==> config.mk <==
export PLATFORM = sky130hd
export DESIGN_NAME = pipeline_run_ctrl
export DESIGN_NICKNAME = d
export VERILOG_FILES = /design/src/rtl/pipeline_run_ctrl_pkg.sv /design/src/rtl/pipeline_run_ctrl_bp_match.sv /design/src/rtl/pipeline_run_ctrl.sv
export SDC_FILE = /design/constraint.sdc
export NUM_CORES = 1
export LEC_CHECK = 0
export ABC_AREA = 1
export CAP_MARGIN = 5
export CORE_UTILIZATION = 53
export CTS_BUF_LIST = sky130_fd_sc_hd__clkbuf_8
export CTS_CLUSTER_SIZE = 24
export DETAILED_ROUTE_END_ITERATION = 8
export PLACE_DENSITY_LB_ADDON = 0.08
export SETUP_SLACK_MARGIN = 0.1
export SLEW_MARGIN = 25
export SYNTH_ARGS = -nofsm -noshare
export SYNTH_HDL_FRONTEND = slang
export SYNTH_SLANG_ARGS = --single-unit
==> constraint.sdc <==
create_clock -name i_clk -period 2.75 [get_ports i_clk]
set_input_delay 0.55 -clock i_clk [delete_from_list [all_inputs] [get_ports i_clk]]
set_output_delay 0.55 -clock i_clk [all_outputs]
set_load 0.03 [all_outputs]
==> src/rtl/pipeline_run_ctrl_pkg.sv <==
// Shared state/command encodings and sizing helpers for the pipeline run/stall controller.
// The UART debug command decoder imports the same encodings.
package pipeline_run_ctrl_pkg;

  typedef enum logic [2:0] {
    ST_IDLE   = 3'd0,
    ST_RUN    = 3'd1,
    ST_STEP   = 3'd2,
    ST_DRAIN  = 3'd3,
    ST_HALTED = 3'd4
  } run_state_e;

  typedef enum logic [1:0] {
    OP_STOP  = 2'b00,
    OP_RUN   = 2'b01,
    OP_STEP  = 2'b10,
    OP_CLEAR = 2'b11
  } cmd_op_e;

  // Index/counter width that never collapses to zero bits.
  function automatic int min1_clog2(input int n);
    return (n > 1) ? $clog2(n) : 1;
  endfunction

endpackage

==> src/rtl/pipeline_run_ctrl_bp_match.sv <==
// PC breakpoint slots: one address/enable register pair per slot plus an equality comparator.
// Slot writes land on the clock edge, so a write never affects the match in its own cycle.
module pipeline_run_ctrl_bp_match
  import pipeline_run_ctrl_pkg::*;
#(
  parameter int PC_W   = 10,
  parameter int NUM_BP = 2,
  parameter int IDX_W  = min1_clog2(NUM_BP)
) (
  input  logic              i_clk,
  input  logic              i_rst,
  input  logic              i_wr,
  input  logic [IDX_W-1:0]  i_idx,
  input  logic [PC_W-1:0]   i_addr,
  input  logic              i_en,
  input  logic [PC_W-1:0]   i_pc,
  output logic [NUM_BP-1:0] o_match
);

  genvar gi;
  generate
    for (gi = 0; gi < NUM_BP; gi++) begin : g_slot
      logic            r_en;
      logic [PC_W-1:0] r_addr;
      logic            w_sel;

      // Out-of-range indices (non power-of-two NUM_BP) select no slot.
      assign w_sel = i_wr & (i_idx == IDX_W'(gi));

      always_ff @(posedge i_clk or posedge i_rst) begin
        if (i_rst) begin
          r_en   <= 1'b0;
          r_addr <= '0;
        end else if (w_sel) begin
          r_en   <= i_en;
          r_addr <= i_addr;
        end
      end

      assign o_match[gi] = r_en & (r_addr == i_pc);
    end
  endgenerate

endmodule

==> src/rtl/pipeline_run_ctrl.sv <==
// Run/stall controller for the 5-stage DLX pipeline: run, single-step, PC breakpoints,
// drain-on-HALT, plus load-use stall and branch-flush gating of the PC and IF/ID latches.
module pipeline_run_ctrl
  import pipeline_run_ctrl_pkg::*;
#(
  parameter int PC_W         = 10,
  parameter int CNT_W        = 32,
  parameter int NUM_BP       = 2,
  parameter int DRAIN_CYCLES = 3,
  localparam int IDX_W       = min1_clog2(NUM_BP)
) (
  input  logic              i_clk,
  input  logic              i_rst,
  input  logic              i_cmd_valid,
  output logic              o_cmd_ready,
  input  logic [1:0]        i_cmd_op,
  input  logic              i_bp_wr,
  input  logic [IDX_W-1:0]  i_bp_idx,
  input  logic [PC_W-1:0]   i_bp_addr,
  input  logic              i_bp_en,
  input  logic [PC_W-1:0]   i_pc_if,
  input  logic              i_halt_id,
  input  logic              i_branch_taken,
  input  logic              i_mem_read_ex,
  input  logic [4:0]        i_rt_ex,
  input  logic [4:0]        i_rs_id,
  input  logic [4:0]        i_rt_id,
  output logic              o_pipe_enable,
  output logic              o_pc_write,
  output logic              o_if_id_write,
  output logic              o_if_id_flush,
  output logic              o_ctrl_bubble,
  output logic [2:0]        o_run_state,
  output logic              o_halted,
  output logic [NUM_BP-1:0] o_bp_hit,
  output logic [CNT_W-1:0]  o_cycle_count
);

  localparam int DW = min1_clog2(DRAIN_CYCLES);

  run_state_e        r_state;
  run_state_e        w_state_next;
  logic [DW-1:0]     r_drain_cnt;
  logic [DW-1:0]     w_drain_next;
  logic              r_skip_bp;
  logic [CNT_W-1:0]  r_cycle_count;
  logic [NUM_BP-1:0] r_bp_hit;

  logic [NUM_BP-1:0] w_match;
  logic [NUM_BP-1:0] w_new_hit;
  logic              w_bp_active;
  logic              w_cmd_ready;
  logic              w_accept;
  logic              w_clear;
  logic              w_start;
  logic              w_load_use;
  logic              w_stall;
  logic              w_pipe_enable;

  pipeline_run_ctrl_bp_match #(
    .PC_W   (PC_W),
    .NUM_BP (NUM_BP),
    .IDX_W  (IDX_W)
  ) u_bp_match (
    .i_clk   (i_clk),
    .i_rst   (i_rst),
    .i_wr    (i_bp_wr),
    .i_idx   (i_bp_idx),
    .i_addr  (i_bp_addr),
    .i_en    (i_bp_en),
    .i_pc    (i_pc_if),
    .o_match (w_match)
  );

  // skip_bp lets a resume step past the breakpoint it stopped on.
  assign w_bp_active = (|w_match) & ~r_skip_bp;
  assign w_cmd_ready = (r_state != ST_DRAIN);
  assign w_accept    = i_cmd_valid & w_cmd_ready;
  assign w_clear     = w_accept & (i_cmd_op == OP_CLEAR);
  assign w_load_use  = i_mem_read_ex & (i_rt_ex != 5'd0) &
                       ((i_rt_ex == i_rs_id) | (i_rt_ex == i_rt_id));
  assign w_new_hit   = ((r_state == ST_RUN) && w_bp_active) ? w_match : '0;

  always_comb begin
    w_state_next  = r_state;
    w_drain_next  = r_drain_cnt;
    w_pipe_enable = 1'b0;
    w_start       = 1'b0;
    w_stall       = 1'b0;
    o_pc_write    = 1'b0;
    o_if_id_write = 1'b0;
    o_if_id_flush = 1'b0;
    o_ctrl_bubble = 1'b0;

    case (r_state)
      ST_IDLE: begin
        if (w_accept && (i_cmd_op == OP_RUN)) begin
          w_state_next = ST_RUN;
          w_start      = 1'b1;
        end else if (w_accept && (i_cmd_op == OP_STEP)) begin
          w_state_next = ST_STEP;
          w_start      = 1'b1;
        end
      end
      ST_RUN: begin
        // Breakpoint freezes in the same cycle and outranks both HALT and STOP.
        if (w_bp_active) begin
          w_state_next = ST_IDLE;
        end else begin
          w_pipe_enable = 1'b1;
          if (i_halt_id) begin
            w_state_next = ST_DRAIN;
            w_drain_next = DW'(DRAIN_CYCLES - 1);
          end else if (w_accept && (i_cmd_op == OP_STOP)) begin
            w_state_next = ST_IDLE;
          end
        end
      end
      ST_STEP: begin
        w_pipe_enable = 1'b1;
        if (i_halt_id) begin
          w_state_next = ST_DRAIN;
          w_drain_next = DW'(DRAIN_CYCLES - 1);
        end else begin
          w_state_next = ST_IDLE;
        end
      end
      ST_DRAIN: begin
        w_pipe_enable = 1'b1;
        if (r_drain_cnt == '0) begin
          w_state_next = ST_HALTED;
        end else begin
          w_drain_next = r_drain_cnt - DW'(1);
        end
      end
      ST_HALTED: begin
        if (w_clear) begin
          w_state_next = ST_IDLE;
        end
      end
      default: begin
        w_state_next = ST_IDLE;
      end
    endcase

    w_stall       = w_pipe_enable & w_load_use;
    o_if_id_flush = w_pipe_enable & i_branch_taken & ~w_stall;
    if (w_pipe_enable && !w_stall && (r_state != ST_DRAIN)) begin
      o_pc_write    = 1'b1;
      o_if_id_write = 1'b1;
    end
    // During DRAIN the HALT sits frozen in IF/ID, so ID keeps issuing bubbles.
    o_ctrl_bubble = w_stall |
                    (w_pipe_enable & i_halt_id & ((r_state == ST_RUN) | (r_state == ST_STEP))) |
                    (r_state == ST_DRAIN);
  end

  always_ff @(posedge i_clk or posedge i_rst) begin
    if (i_rst) begin
      r_state       <= ST_IDLE;
      r_drain_cnt   <= '0;
      r_skip_bp     <= 1'b0;
      r_cycle_count <= '0;
      r_bp_hit      <= '0;
    end else begin
      r_state     <= w_state_next;
      r_drain_cnt <= w_drain_next;
      if (w_start) begin
        r_skip_bp <= 1'b1;
      end else if (w_pipe_enable) begin
        r_skip_bp <= 1'b0;
      end
      if (w_clear) begin
        r_cycle_count <= '0;
      end else if (w_pipe_enable && (r_cycle_count != '1)) begin
        r_cycle_count <= r_cycle_count + CNT_W'(1);
      end
      r_bp_hit <= (w_clear ? '0 : r_bp_hit) | w_new_hit;
    end
  end

  assign o_cmd_ready   = w_cmd_ready;
  assign o_pipe_enable = w_pipe_enable;
  assign o_run_state   = r_state;
  assign o_halted      = (r_state == ST_HALTED);
  assign o_bp_hit      = r_bp_hit;
  assign o_cycle_count = r_cycle_count;

endmodule

* After elaboration in Yosys (flattened, before gate mapping) *
Index checks and enable logic that the tools add are counted.

word-level totals
  flip-flop bits (word level) = 62
  output and inout port bits = 44
  logic and storage cells = 96

cells by class
  add/subtract/negate cells = 2
  eq/ne operators = 19
  mux-type cells = 25
  bitwise logic cells = 22
  reduce and logical (&&, ||, !) cells = 19

operators by type and width
  cell                     count
  $mux W32                 2
  $add A32 B1 Y32 const B  1
  $ne A32 B32 Y1 const B   1
  $mux W3                  7
  $eq A10 B10 Y1           2
  $pmux W3 S5              1
  $and A1 B1 Y1            14
  $mux W2                  6
  $eq A5 B5 Y1             2
  $logic_and A1 B1 Y1      7
  $mux W1                  7
  $eq A3 B2 Y1 const B     2
  $ne A2 B2 Y1 const B     3
  $pmux W2 S3              1
  $reduce_bool A5 Y1       1
  $eq A2 B2 Y1 const B     2
  $logic_not A2 Y1         2
  $ne A4 B3 Y1 const B     1
  $or A1 B1 Y1             4
  $reduce_and A4 Y1        1
  $reduce_bool A2 Y1       2
  $reduce_or A2 Y1         2
  $eq A3 B1 Y1 const B     1
  $eq A3 B3 Y1 const B     1
  12 further kinds         14

* Logic depth before layout (Yosys ltp) *
Gate-level depths: netlist (run 1).

  word-level depth = 11
  mapped depth = 15
  depth with buffers taken out = 14

* Hierarchy *
Synthesis (run 1) repeated with hierarchy kept, for this count alone.

second synthesis, totals
  cells, all modules = 629
  area total of the unflattened synthesis = 4270.3 sq um

modules (own cells, without submodules)
  module                      instances  cells each  area each (sq um)  sequential area each (sq um)
  pipeline_run_ctrl           1          458         3065.4             1001.0
  pipeline_run_ctrl_bp_match  1          171         1204.9             550.5

* Least setup slack after synthesis (run 1) *
Ideal clock, no wire load.

  kind = in2out
  start = in i_pc_if[1]
  end = out o_pc_write
  arrival = 2114 ps
  required time = 2200 ps
  setup slack = 86 ps
  cell stages on the path = 13
  buffers on the path = 2
  path through = inv_1 or2_0 nand2_1 nor2_1 nand3_1 nand2_1 nand2_1 nand2_1 nand2_1 buf_4 nand2_1 nor2_1 buf_4

between the ends
  word-level cells in the longest chain between the ends = 11
  elaborated cells between the ends (all ways) = 13
  those cells by class = eq/ne: 2; mux: 3; bitwise: 4; reduce/logical: 4

RTL lines
  element                             line                              source
  from (decl)                         pipeline_run_ctrl.sv:21           input logic [PC_W-1:0] i_pc_if,
  $eq A10 B10 Y1                      pipeline_run_ctrl_bp_match.sv:40  assign o_match[gi] = r_en & (r_addr == i_pc);
  $and A1 B1 Y1                       pipeline_run_ctrl_bp_match.sv:40
  $reduce_or A2 Y1 *                  pipeline_run_ctrl.sv:76           assign w_bp_active = (|w_match) & ~r_skip_bp;
  $and A1 B1 Y1 *                     pipeline_run_ctrl.sv:76
  $mux W1 *                           pipeline_run_ctrl.sv:107          if (w_bp_active) begin
  $pmux W1 S2 *                       pipeline_run_ctrl.sv:95           case (r_state)
  $and A1 B1 Y1                       pipeline_run_ctrl.sv:146          w_stall = w_pipe_enable & w_load_use;
  $logic_not A1 Y1                    pipeline_run_ctrl.sv:148          if (w_pipe_enable && !w_stall && (r_state != ST_DRAIN)) begin
  $logic_and A1 B1 Y1 * (2 in a row)  pipeline_run_ctrl.sv:148
  $mux W1 *                           --
  to (decl)                           pipeline_run_ctrl.sv:29           output logic o_pc_write,

Every way passes the cells marked *; elsewhere a longest branch is shown, timed or not.

* Worst setup path after layout (run 1) *
  start = in i_pc_if[1]
  end = out o_if_id_flush

between the ends
  word-level cells in the longest chain between the ends = 9
  elaborated cells between the ends (all ways) = 12
  those cells by class = eq/ne: 2; mux: 2; bitwise: 7; reduce/logical: 1

RTL lines
  element             line                              source
  $eq A10 B10 Y1      pipeline_run_ctrl_bp_match.sv:40
  $and A1 B1 Y1       pipeline_run_ctrl_bp_match.sv:40
  $reduce_or A2 Y1 *  pipeline_run_ctrl.sv:76
  $and A1 B1 Y1 *     pipeline_run_ctrl.sv:76
  $mux W1 *           pipeline_run_ctrl.sv:107
  $pmux W1 S2 *       pipeline_run_ctrl.sv:95
  $and A1 B1 Y1       pipeline_run_ctrl.sv:146
  $not A1 Y1          pipeline_run_ctrl.sv:147          o_if_id_flush = w_pipe_enable & i_branch_taken & ~w_stall;
  $and A1 B1 Y1 *     pipeline_run_ctrl.sv:147
  to (decl)           pipeline_run_ctrl.sv:31           output logic o_if_id_flush,

Marked as above.

==> results.py, run 1 <==
metrics = {
    "placed_design": {
        "hpwlAfterDp_um": 8170,
        "preCtsSetupSlack_ns": -0.0524,
        "routabilityCongestion": 0.950,
        "io_buffer_count": 89,
    },
    "layout": {
        "final_nets": 748,
        "drive_gt1_frac": 0.0766,
        "fillCellCount": 618,
        "multi_input_area_sq_um": 2140,
        "areaGrowthSynthToFinish_pct": 29.5,
        "final-seq-area_sq_um": 1550,
        "final_cell_mix": "nand2_1, inv_1, clkdlybuf4s50_1",
        "layout_commonest_cell": "nand2_1",
        "num_antenna_cells": 0,
    },
    "synthesis": {
        "syn_area_per_cell_sq_um": 6.76,
        "synth-main-ff-cell": "dfrtp_1",
        "synth_compound_area_frac": 0.0448,
        "syn_inst": 611,
        "synth_nets": 659,
        "synth_adder_area_share": 0.00606,
        "syn-cell-area_sq_um": 4130,
        "yosysSeqAreaShare": 0.375,
        "yosys-mux-area-fraction": 0,
        "synth_seq_cells": 62,
        "synth-async-reset-ratio": 1.00,
        "synthSimpleGateAreaFrac": 0.378,
        "synth_edf_count": 0,
        "synth_top_family_by_area": "simple AND/OR/NAND/NOR gates",
        "synth_xor_area_frac": 0.0827,
        "ys_types": 30,
        "yosysWarnings": 0,
    },
    "floorplan": {
        "start_util": 0.558,
        "fp-row-count": 31,
        "dieArea_sq_um": 8150,
        "die_w_um": 90.3,
        "core_area_sq_um": 7410,
        "die_height_um": 90.3,
        "ios": 90,
    },
    "setup_path": {
        "crit_slowest_cell": "dlygate4sd2_1",
        "crit_chain": "dlygate4sd2_1 > inv_1 > nand2_1 > nand2_1 > clkinv_1 > nand2_1 > nor2_1 > nand3_1 > nand2_2 > nand2_2 > nand2_1 > nand2_2 > nand2_2 > nor2_1 > buf_4",
        "ff2ff_path_depth": 10,
        "r2r-start": "o_cycle_count[0]$_DFFE_PP0P_",
        "cp_num_buf_inv": 4,
        "cp_max_fo": 4,
        "rr_endpoint": "o_cycle_count[28]$_DFFE_PP0P_",
        "startpoint_type": "primary input",
        "end_kind": "output pin",
        "cpLargestDelayFamily": "simple AND/OR/NAND/NOR gates",
        "cp.required_ns": 2.20,
        "regToRegSetupSlack_ns": 0.49,
        "critical_path.max_stage_delay_ns": 0.25,
        "crit_type": "primary input to output pin",
        "worstPathArrival_ns": 1.96,
    },
    "global_route": {
        "grt.total_usage": 0.279,
        "grt_pass1_wl_um": 18400,
        "overflow": 0,
        "grt_max_degree": 67,
        "first_global_vias": 3994,
        "grt_antenna_before_repair": 0,
    },
    "hold_path": {
        "whs_path_depth": 2,
        "hold_path_class": "flop to flop",
        "min_to": "u_bp_match.g_slot[1].r_addr[2]$_DFFE_PP0P_",
        "hold_start": "u_bp_match.g_slot[1].r_addr[2]$_DFFE_PP0P_",
    },
    "clock_tree": {
        "cts.sinks": 62,
        "cts_tree": "yes",
        "root_buffer": "clkbuf_8",
        "htreeDepth": 3,
        "insertion_delay_ns": 0.35,
        "cts_buffers": 9,
        "clkTransAtPathRegs_ns": 0.08,
        "clock_path_buffers": 2,
    },
    "routing": {
        "dr_total_vias": 4228,
        "drt-total-wl_um": 10900,
        "avgViaCountPerCell": 5.26,
        "wl_per_cell_um": 13.5,
        "drt-pass1-iter-count": 5,
        "final_antenna_net_count": 0,
        "drtIter0Drc": 231,
        "drc": 0,
    },
    "timing": {
        "rsz0062_at_grt": "no",
        "timing.hold.ws_ns": 0.517,
        "fin_skew_ns": 0.00955,
        "final_hold_viol_count": 0,
        "tightest_slew_ns": 0.651,
        "finalSetupViolations": 0,
        "fin_ws_ns": 0.238,
        "min_period_ns": 2.51,
        "final.setup.tns_ns": 0,
        "slew_headroom": 0.566,
        "max_freq_mhz": 398,
        "post-route-period-util": 0.913,
        "report.final.slew_viol_count": 0,
    },
    "pwr": {
        "peakVddDrop_uv": 363,
        "power.leakage_nw": 2.75,
        "powerDensity_nw_per_um2": 616,
        "total_power_w": 0.00330,
    },
    "flow_run": {
        "drv_cap": 0,
    },
    "outcome": {
        "status": "finished, final reports clean",
    },
}
[through the flow]
step	std cells	util	area, sq um
floorplan	611	-	4140
global placement	787	0.691	5120
detailed placement	787	0.691	5120
CTS	804	0.723	5350
global route	804	0.723	5350
finish	804	0.723	5350
[worst max path at each step]
stage	start	endpoint	slack (ns)	depth (start not counted)
2_1_floorplan	i_pc_if[1]	o_pc_write	0.26	13
3_3_place_gp	i_pc_if[1]	o_pc_write	-0.004	13
3_5_place_dp	i_pc_if[1]	o_pc_write	-0.05	13
4_1_cts	i_rt_ex[0]	o_ctrl_bubble	0.23	10
5_1_grt	i_rt_ex[0]	o_ctrl_bubble	0.10	10
6_report	i_pc_if[1]	o_if_id_flush	0.24	15
[cell usage after synthesis (5+ instances only)]
cell type | number | share of area
nand4_1 | 41 | 0.062
xor2_1 | 20 | 0.042
o21ai_0 | 31 | 0.038
dfrtp_1 | 62 | 0.38
nand3_1 | 50 | 0.061
nor3_1 | 12 | 0.015
xnor2_1 | 19 | 0.040
clkbuf_1 | 8 | 0.0073
inv_2 | 5 | 0.0045
buf_2 | 8 | 0.0097
nor2_1 | 56 | 0.051
inv_1 | 83 | 0.075
nand2_1 | 190 | 0.17
[state kept, by name, indices dropped and copies added (netlist names)]
register and count:
o_bp_hit 2, o_cycle_count 32, o_run_state 3, r_drain_cnt 2, r_skip_bp 1, u_bp_match.g_slot.r_addr 20, u_bp_match.g_slot.r_en 2
[where the power goes]
| group | internal (W) | switching, W | total [W] |
|---|---|---|---|
| sequential | 0.00101 | 0.000105 | 0.00111 |
| clock | 0.000429 | 0.000419 | 0.000848 |
| combinational | 0.000519 | 0.000816 | 0.00133 |
| total | 0.00196 | 0.00134 | 0.00330 |
[cells by family (layout without fill, tap and decap cells)]
family	after synthesis	after routing
AOI/OAI and AO/OA	35	35
xor gates and xnor gates	39	39
adders and majority gates	2	2
buffers and inverters	114	208
DFF	62	62
and+or+nand+nor	359	359
[routing by layer]
metal | vias to the layer above | global-route usage | wire, um
li1 | 2117 | - | -
met1 | 1970 | 0.337 | 4510
met2 | 123 | 0.502 | 5620
met3 | 18 | 0.0429 | 513
met4 | 0 | 0.0981 | 228
met5 | - | 0 | 0
[area by class of cell]
type                       count  share of cell area
clock inverter                 7              0.0150
multi-input combinational    435               0.399
tap                           99              0.0231
inverter                      91              0.0638
clock buffer                   9              0.0231
timing repair buffer         101               0.186
sequential                    62               0.290
[repair_timing]
item,in CTS,in global routing
pin swaps,8,2
setup endpoints to repair,5,3
resized for setup,22,1
buffers inserted,1,0
hold buffers,0,0
[worst reg2reg max path: stages, from the launching register on]
cell     delay, ns
dfrtp_1       0.45
ha_1          0.24
nand2_1       0.11
nor2_2        0.18
nand4_1       0.11
nor3_2        0.15
nand3_2       0.34
nand2_2       0.22
buf_12        0.20
nand3_1       0.10
nand2_1       0.09
No activity file was read; power rests on OpenSTA's default activity.
==> inputs of run 2 (changes only) <==
--- a/config.mk
+++ b/config.mk
@@ -11,6 +11,7 @@
 export CTS_BUF_LIST = sky130_fd_sc_hd__clkbuf_8
 export CTS_CLUSTER_SIZE = 24
 export DETAILED_ROUTE_END_ITERATION = 8
+export GPL_ROUTABILITY_DRIVEN = 0
 export PLACE_DENSITY_LB_ADDON = 0.08
 export SETUP_SLACK_MARGIN = 0.1
 export SLEW_MARGIN = 25
==> results.py, run 2 (synthesis gave the netlist of run 1 again) <==
metrics = {
    "outcome": {
        "status": "finished, final reports clean",
    },
    "clock_tree": {
        "cts_buffers": 9,
        "cts_setup_buffers": 0,
        "cts_tree": "yes",
        "clkTransAtPathRegs_ns": 0.07,
        "cts_hold_buf": 0,
        "htreeDepth": 3,
        "root_buffer": "clkbuf_8",
        "insertion_delay_ns": 0.34,
        "clock_path_buffers": 2,
        "cts.sinks": 62,
    },
    "pwr": {
        "power.leakage_nw": 2.78,
        "p_int_w": 0.00199,
        "power_frac_clock": 0.251,
        "seq_power_share": 0.341,
        "switching_share": 0.390,
        "netSwitchingPower_w": 0.00127,
        "peakVddDrop_uv": 358,
        "powerDensity_nw_per_um2": 609,
        "p_comb_frac": 0.407,
    },
    "layout": {
        "final_nets": 745,
        "final_cell_mix": "nand2_1, inv_1, clkdlybuf4s50_1",
        "largest_reg_flops": 32,
        "final-seq-area_sq_um": 1550,
        "multi_input_area_sq_um": 2170,
        "num_antenna_cells": 0,
        "drive_gt1_frac": 0.0783,
        "layout_commonest_cell": "nand2_1",
        "postLayoutCellArea_sq_um": 5370,
        "fillCellCount": 614,
        "finalNonFillerCells": 801,
        "areaGrowthSynthToFinish_pct": 29.9,
    },
    "floorplan": {
        "ios": 90,
        "core_area_sq_um": 7410,
        "start_util": 0.558,
        "dieArea_sq_um": 8150,
        "die_w_um": 90.3,
        "fp-row-count": 31,
        "die_height_um": 90.3,
    },
    "routing": {
        "drt-pass1-iter-count": 5,
        "drt-total-wl_um": 10600,
        "dr_total_vias": 4187,
        "drtIter0Drc": 245,
        "drc": 0,
        "wl_per_cell_um": 13.3,
        "final_antenna_net_count": 0,
        "avgViaCountPerCell": 5.23,
    },
    "timing": {
        "rsz0062_at_grt": "no",
        "final_hold_viol_count": 0,
        "min_period_ns": 2.49,
        "tightest_slew_ns": 0.674,
        "slew_headroom": 0.550,
        "max_freq_mhz": 402,
        "post-route-period-util": 0.905,
        "fin_skew_ns": 0.00926,
        "report.final.slew_viol_count": 0,
        "finalSetupViolations": 0,
    },
    "flow_run": {
        "drv_cap": 0,
    },
    "setup_path": {
        "end_kind": "output pin",
        "crit_chain": "clkdlybuf4s50_1 > xor2_1 > nor2_1 > nand4_1 > nand2_1 > nand3_2 > inv_1 > nand2_2 > nand3_2 > buf_6",
        "cp_max_fo": 3,
        "cpMostUsedCell": "nand3_2",
        "startpoint_type": "primary input",
        "critical_path.max_stage_delay_ns": 0.46,
        "cp.required_ns": 2.20,
        "worstPathArrival_ns": 1.94,
        "crit_slowest_cell": "clkdlybuf4s50_1",
        "crit_type": "primary input to output pin",
    },
    "placed_design": {
        "hpwlAfterDp_um": 7820,
        "dpl.cell_count": 785,
        "io_buffer_count": 89,
        "dpl-instance-area_sq_um": 5110,
    },
    "hold_path": {
        "hold_path_class": "flop to flop",
    },
    "global_route": {
        "overflow": 0,
        "grt_antenna_before_repair": 0,
        "first_global_vias": 4029,
        "grt_pass1_wl_um": 17900,
        "grt_max_degree": 67,
        "grt.total_usage": 0.269,
    },
}
run 2: cell count changes in the layout (fill, tap and decap cells not counted), moves of 3 or more:
cell,previous run,this run
buf_4,11,8
clkinv_2,0,3
inv_1,80,83
inv_6,3,0
nand3_1,50,47
nand3_2,1,4
run 2: layout make-up:
class | instances | share of cell area
Timing Repair Buffer | 98 | 0.183
Multi-Input combinational cell | 435 | 0.404
Clock buffer | 11 | 0.0282
Clock inverter | 5 | 0.00909
Tap cell | 99 | 0.0231
Inverter | 91 | 0.0636
Sequential cell | 62 | 0.289
run 2: metal layers:
layer	share of wire	vias up	track usage
met5	0	-	0
met4	0.024	0	0.117
met3	0.036	22	0.0370
met2	0.52	124	0.475
met1	0.42	1946	0.327
li1	-	2095	-
run 2: what timing repair did:
action | in CTS | in global routing
setup endpoints to repair | 5 | 5
pin swaps | 5 | 9
gates resized for setup | 16 | 14
run 2: critical path: cells and delay by family:
family	cells	cell delay, ns
buf+inv	3	0.68
simple gates	6	0.52
xor+xnor	1	0.18
run 2: power groups by stage:
stage / logic [W] / clock network [W] / registers, W
5_1_grt: 0.00146 / 0.000871 / 0.00113
6_report: 0.00133 / 0.000821 / 0.00112
4_1_cts: 0.00129 / 0.000831 / 0.00111
3_3_place_gp: 0.00122 / 0 / 0.00112
3_5_place_dp: 0.00125 / 0 / 0.00113
2_1_floorplan: 0.000780 / 0 / 0.00118
run 2: worst paths after layout:
check,cells after the start,from,endpoint,slack [ns]
worst min-delay path,2,u_bp_match.g_slot[1].r_en$_DFFE_PP0P_,u_bp_match.g_slot[1].r_en$_DFFE_PP0P_,0.50
worst max register to register,10,o_cycle_count[0]$_DFFE_PP0P_,o_cycle_count[3]$_DFFE_PP0P_,0.46
max in group asynchronous,3,i_rst,o_cycle_count[17]$_DFFE_PP0P_,1.88
min in group asynchronous,3,i_rst,o_run_state[0]$_DFFE_PP0P_,0.59
worst min register to register,2,u_bp_match.g_slot[1].r_en$_DFFE_PP0P_,u_bp_match.g_slot[1].r_en$_DFFE_PP0P_,0.50
worst max-delay path,10,i_rt_ex[0],o_ctrl_bubble,0.26
run 2: through the flow:
stage / power (W) / hold slack [ns] / setup WS, ns / TNS (ns) / utilization
2_1_floorplan: 0.00196 / 0.453 / 0.256 / 0 / -
3_3_place_gp: 0.00235 / 0.470 / -0.00332 / -0.00576 / 0.689
3_5_place_dp: 0.00238 / 0.486 / -0.0106 / -0.0209 / 0.689
4_1_cts: 0.00324 / 0.504 / 0.105 / 0 / 0.718
5_1_grt: 0.00346 / 0.534 / 0.0963 / 0 / 0.725
6_report: 0.00327 / 0.499 / 0.260 / 0 / 0.725
